File: src/rtl/shr4bit_serial.sv
// Serial right shifter: shifts A right by B[SHAMT_W-1:0], one bit per clock, logical or arithmetic.
// Latency: start accepted at edge k -> done (with R valid) high from edge k+shamt+1 for one cycle.
// Backpressure: start ignored while busy; start in the done cycle is accepted back-to-back.
module shr4bit_serial #(
    parameter int WIDTH   = 4,
    parameter int SHAMT_W = 2
) (
    input  logic             clk,
    input  logic             rst_n,
    input  logic             start,
    input  logic             arith,
    input  logic [WIDTH-1:0] A,
    input  logic [WIDTH-1:0] B,
    output logic             busy,
    output logic             done,
    output logic [WIDTH-1:0] R
);

    typedef enum logic [1:0] {
        ST_IDLE  = 2'd0,
        ST_SHIFT = 2'd1,
        ST_DONE  = 2'd2
    } state_t;

    state_t               state_q, state_d;
    logic [WIDTH-1:0]     acc_q,   acc_d;
    logic [SHAMT_W-1:0]   cnt_q,   cnt_d;
    logic                 mode_q,  mode_d;
    logic [WIDTH-1:0]     r_q,     r_d;
    logic                 done_q,  done_d;

    // Upper bits of B never affect the shift amount.
    logic unused_b_hi;
    assign unused_b_hi = ^B[WIDTH-1:SHAMT_W];

    // Next-state logic: load on accepted start, shift while cnt is non-zero, publish R when cnt hits zero.
    always_comb begin
        state_d = state_q;
        acc_d   = acc_q;
        cnt_d   = cnt_q;
        mode_d  = mode_q;
        r_d     = r_q;
        case (state_q)
            ST_IDLE: begin
                if (start) begin
                    acc_d   = A;
                    cnt_d   = B[SHAMT_W-1:0];
                    mode_d  = arith;
                    state_d = ST_SHIFT;
                end
            end
            ST_SHIFT: begin
                if (cnt_q != '0) begin
                    // Fill with the current MSB in arithmetic mode so negatives saturate at all-ones.
                    acc_d = {(mode_q ? acc_q[WIDTH-1] : 1'b0), acc_q[WIDTH-1:1]};
                    cnt_d = cnt_q - SHAMT_W'(1);
                end else begin
                    r_d     = acc_q;
                    state_d = ST_DONE;
                end
            end
            ST_DONE: begin
                // A start here chains directly into the next op without an idle bubble.
                if (start) begin
                    acc_d   = A;
                    cnt_d   = B[SHAMT_W-1:0];
                    mode_d  = arith;
                    state_d = ST_SHIFT;
                end else begin
                    state_d = ST_IDLE;
                end
            end
            default: begin
                state_d = ST_IDLE;
            end
        endcase
        done_d = (state_d == ST_DONE);
    end

    // State and datapath registers; reset aborts any op in flight with no done pulse.
    always_ff @(posedge clk or negedge rst_n) begin
        if (!rst_n) begin
            state_q <= ST_IDLE;
            acc_q   <= '0;
            cnt_q   <= '0;
            mode_q  <= 1'b0;
            r_q     <= '0;
            done_q  <= 1'b0;
        end else begin
            state_q <= state_d;
            acc_q   <= acc_d;
            cnt_q   <= cnt_d;
            mode_q  <= mode_d;
            r_q     <= r_d;
            done_q  <= done_d;
        end
    end

    assign busy = (state_q == ST_SHIFT);
    assign done = done_q;
    assign R    = r_q;

endmodule
File: config.mk
export PLATFORM = sky130hd
export DESIGN_NAME = shr4bit_serial
export DESIGN_NICKNAME = d
export VERILOG_FILES = /design/src/rtl/shr4bit_serial.sv
export SDC_FILE = /design/constraint.sdc
export NUM_CORES = 1
export LEC_CHECK = 0
export ABC_AREA = 1
export CELL_PAD_IN_SITES_DETAIL_PLACEMENT = 0
export CELL_PAD_IN_SITES_GLOBAL_PLACEMENT = 1
export CORE_MARGIN = 2
export CORE_UTILIZATION = 30
export CTS_CLUSTER_DIAMETER = 150
export CTS_CLUSTER_SIZE = 8
export DETAILED_ROUTE_END_ITERATION = 10
export GPL_TIMING_DRIVEN = 0
export PLACE_DENSITY_LB_ADDON = 0.15
export SKIP_LAST_GASP = 1
export SYNTH_ARGS = -nofsm -noshare
export SYNTH_HDL_FRONTEND = slang
export SYNTH_SLANG_ARGS = --single-unit
File: constraint.sdc
create_clock -name clk -period 2.9 [get_ports clk]
set_input_delay 0.435 -clock clk [delete_from_list [all_inputs] [get_ports clk]]
set_output_delay 0.435 -clock clk [all_outputs]
set_load 0.02 [all_outputs]
After elaboration in Yosys (flattened, before gate mapping)

Cells that the tools add are included.

Add/subtract/negate cells: 1
Equal/unequal tests: 6
Muxes and demuxes: 11
Bitwise gates (word level): 1
Reduce and logical (&&, ||, !) cells: 8

Operators by type and width:

| kind                                                                    | number |
|---|---|
| 2-bit 2-to-1 mux                                                        | 4 |
| 4-bit 2-to-1 mux                                                        | 2 |
| 4-bit case mux with 2 select lines                                      | 1 |
| 2-bit case mux with 3 select lines                                      | 1 |
| 2-bit == test, second input constant                                    | 2 |
| 2-bit by 1-bit inequality test with 1-bit output, second input constant | 2 |
| 2-bit case mux with 2 select lines                                      | 1 |
| 2-bit AND reduction                                                     | 2 |
| 4-bit AND reduction                                                     | 1 |
| 2-bit nonzero test                                                      | 2 |
| 3-bit AND reduction                                                     | 1 |
| 2-bit by 1-bit == test with 1-bit output, second input constant         | 1 |
| 2-bit zero test                                                         | 1 |
| 1-bit 2-to-1 mux                                                        | 2 |
| 2-bit inequality test, second input constant                            | 1 |
| 2-bit OR reduction                                                      | 1 |
| 2-bit by 1-bit subtractor with 2-bit output, second input constant      | 1 |
| 1-bit NOT                                                               | 1 |

Flip-flop bits (word level): 14
Input port bits: 12
Output and inout bits: 6
Logic and storage cells: 34

Logic depth before layout (Yosys ltp)

Gate-level depths: netlist of run 1.

Depth in word-level cells: 4
Gate-level depth with buffers: 7
Gate-level depth less buffers: 7

Least setup slack after synthesis of run 1

Ideal clock, no wire load.

Path type: reg2reg
Start point: register cnt_q[0]
End point: register cnt_q[0]
Setup time: 0.117 ns
Arrival: 0.965 ns
Data required time: 2.783 ns
Slack: 1.818 ns
Cell stages (with the launch flop): 8
Path buffers: 0
Clock period less this slack: 1.082 ns
Path through: dfrtp_1 > inv_1 > ha_1 > inv_1 > nand2_4 > nand2_4 > nand2_1 > nand2_1

Word-level cells in the longest chain between the ends: 3
Elaborated cells between the ends (all ways): 6
Classes of those cells: 1 x add/sub; 1 x eq/ne; 2 x mux; 2 x reduce/logical

Ends and longest elaborated chain:

| item                                                                                 | line   | RTL |
|---|---|---|
| start: declaration                                                                   | 27     | `logic [SHAMT_W-1:0] cnt_q, cnt_d;` |
| start signal: assignment                                                             | 92     | `cnt_q <= cnt_d;` |
| 2-bit by 1-bit subtractor with 2-bit output or 2-bit nonzero test (tied branches)    | 56, 53 |  |
| 2-bit 2-to-1 mux or 2-bit by 1-bit inequality test with 1-bit output (tied branches) | n/a    |  |
| 2-bit case mux with 2 select lines or 3-bit AND reduction (tied branches)            | n/a    |  |

Several ways; a longest one is shown, not always the timed one. The select of a mux whose other input is x is not followed.
A chain may end at the register's enable or synchronous reset.

Final worst setup path of run 1

Start point: register state_q[1]
End point: output port busy

Word-level cells in the longest chain between the ends: 1

Ends and longest elaborated chain:

| item                                     | line | RTL |
|---|---|---|
| start: declaration                       | 25   | `state_t state_q, state_d;` |
| start signal: assignment                 | 90   | `state_q <= state_d;` |
| 2-bit by 1-bit == test with 1-bit output | 99   | `assign busy = (state_q == ST_SHIFT);` |
| end: declaration                         | 14   | `output logic busy,` |

No other way between the ends.

==> summary.txt, run 1 <==
adder-cell share of the synthesized area = 1.91%
die footprint = 0.00258 mm2
core area = 0.00200 mm2
Clock Latency Late Sink = 0.28 ns
most frequent cells in the layout = nand2_1, clkdlybuf4s50_1, dfrtp_1
Gate Count Post-Synth = 75
WP data arrival = 1.50 ns
DRT antenna net count = 0
Leak Pwr = 0.000454 uW
final hold vios = 0
Required @ worst endpoint = 2.47 ns
period utilization = 66.9%
Reg2Reg Setup Slack = 1.69 ns
Area Overhead vs Synth = 33.6%
CTS tree = yes
residual DRC count = 0
Mapped Nets = 88
Max Root-Sink Buffers = 2
CTS root buf = clkbuf_4
per-cell routed wire length = 10.3 um
Synth Register Bits = 14
vias per cell = 4.25
worst reg2reg path depth = 7
H-tree Lvls = 1
antenna diode count = 0
GRT Util Overall = 12.3%
warning count from the yosys run = 0
Crit Path Max Fanout = 4
Largest stage delay, worst path = 0.62 ns
Setup Total Neg Slack = 0 ns
IO Port Bufs = 15
status = complete, no violations
Max Freq = 516 MHz
vias after detailed routing = 514
first-pass GRT wire length = 2300 um
Post-CTS Hold Fix Bufs = 0
Max Slew Vio Count = 0
Seq/Total Area, Yosys = 53.4%
reg2reg end = cnt_q[0]$_DFFE_PN0P_
fin util = 43.8%
Hold Slack = 0.487 ns
largest net degree at the start of global routing = 15
# resized after CTS = 0
RSZ-0062 raised after global routing = false
CP startpoint kind = flop
drt total wl = 1240 um
critical hold path startpoint = mode_q$_DFFE_PN0P_
skew final = 0.00315 ns
initial antenna violation count = 0
Buf/Inv on CP = 1
Num CTS Buffers = 3
starting density of the core = 32.8%
DIE HEIGHT = 50.8 um
crit path kind = flop to output port
post-synthesis mux area share = 0%
WHS Endpoint = mode_q$_DFFE_PN0P_
Pre-antenna DRT Iters = 4
pwr dens = 1110 mW/mm2
VDD IR max = 0.358 mV
clk sink count = 14
post-synthesis compound-gate area fraction = 6.11%
Die W = 50.8 um
Nets = 108
post-synthesis xor/xnor area fraction = 0%
Post-Synth Simple-Gate Area = 31.1%
most common cell after layout, fill and taps aside = nand2_1
slowest CP cell = clkdlybuf4s50_1
Reg2Reg Launch Point = cnt_q[0]$_DFFE_PN0P_
final setup vio count = 0
largest family of logic cells by synthesized area = simple AND/OR/NAND/NOR gates
worst hold path type = flop to flop
worst-path cell chain = nor2_8 -> clkdlybuf4s50_1
Rows = 16
slew margin rel. = 56.8%
mapped cell area = 656 um2
Worst setup EP type = output port
min Tclk post-route = 1.94 ns
Clock transition at path regs = 0.09 ns
synth unique cells = 12
total gr overflow = 0
initial DRC count = 14
gpl congestion = 0.674
io pins = 18
largest delay contributor family on the critical path = buffers and inverters
Mapped Avg Cell Area = 8.74 um2
worst slew pin tran = 0.646 ns
Max-cap violations = 0
worst hold stages = 2
Post-CTS Setup Inserts = 0
Detailed Place HPWL = 916 um
share of cells above drive strength 1 = 12.8%
vias in the first global route = 536
## how the worst max path moves through the flow
stage,depth (start not counted),startpoint,end
4_1_cts,2,state_q[1]$_DFF_PN0_,busy
3_3_place_gp,2,state_q[1]$_DFF_PN0_,busy
6_report,2,state_q[1]$_DFF_PN0_,busy
2_1_floorplan,7,cnt_q[0]$_DFFE_PN0P_,cnt_q[0]$_DFFE_PN0P_
3_5_place_dp,2,state_q[1]$_DFF_PN0_,busy
5_1_grt,2,state_q[1]$_DFF_PN0_,busy
## worst reg2reg max path, delay by kind of cell, from the launching register on
kind / cells / cell delay, ns
flops: 1 / 0.41
fa+ha+maj: 1 / 0.24
simple gates: 4 / 0.30
buf+inv: 2 / 0.16
## power breakdown
group,total (uW),internal (uW),switching [uW]
Combinational,496,204,291
Clock,141,76.3,64.8
Sequential,338,286,52.5
## per-stage QoR
stage	total power (uW)	instance area, um2	setup slack [ns]	cells
floorplan	690	656	1.82	75
finish	975	876	0.961	121
detailed placement	849	840	1.26	117
global route	1070	876	0.907	121
global placement	845	840	1.27	117
CTS	994	876	0.936	121
## synthesized netlist by cell type, drive strengths merged
library cell | n | area (um2)
nand2 | 31 | 141
dfrtp | 14 | 350
inv | 10 | 37.5
o21ai | 8 | 40.0
nand3 | 7 | 35.0
nor2 | 3 | 27.5
buf | 1 | 11.3
ha | 1 | 12.5
## cell type report
class	count	area, um2
fill	220	1130
tap	27	33.8
inverter	10	37.5
multi-input combinational	50	256
timing repair buffer	15	150
clock buffer	4	36.3
sequential	14	350
buffer	1	11.3
## kinds of logic after synthesis
| kind of cell | after synthesis |
|---|---|
| flip-flops | 14 |
| AND/OR/NAND/NOR | 41 |
| adder cells (fa/ha/maj) | 1 |
| AO/OA/AOI/OAI | 8 |
| buffers and inverters | 11 |
## state kept, by name (all words and copies together) (netlist names)
name,cells
state_q,2
R,4
acc_q,4
done,1
cnt_q,2
mode_q,1
## per-layer routing
metal	global-route usage (%)	vias to the layer above	part of all wire, %
met3	5.36	0	4.7
met2	21.1	11	47
met5	0	-	0
met1	14.0	231	48
li1	-	272	-
met4	2.70	0	0
(Power assumes the default switching activity.)
==> run 2, diff against run 1 <==
Clock period 2.9 ns to 2 ns, I/O delays scaled along.
==> results of run 2 <==
Same layout as run 1 (identical final DEF). Status: complete, no violations.
Among the figures that moved: setup slack after placement 1.26 ns -> 0.492 ns; setup slack after layout 0.961 ns -> 0.196 ns; hold slack 0.487 ns -> 0.411 ns; register-to-register setup slack 1.69 ns -> 0.79 ns; total power 975 uW -> 1410 uW; worst IR drop on VDD 0.358 mV -> 0.519 mV
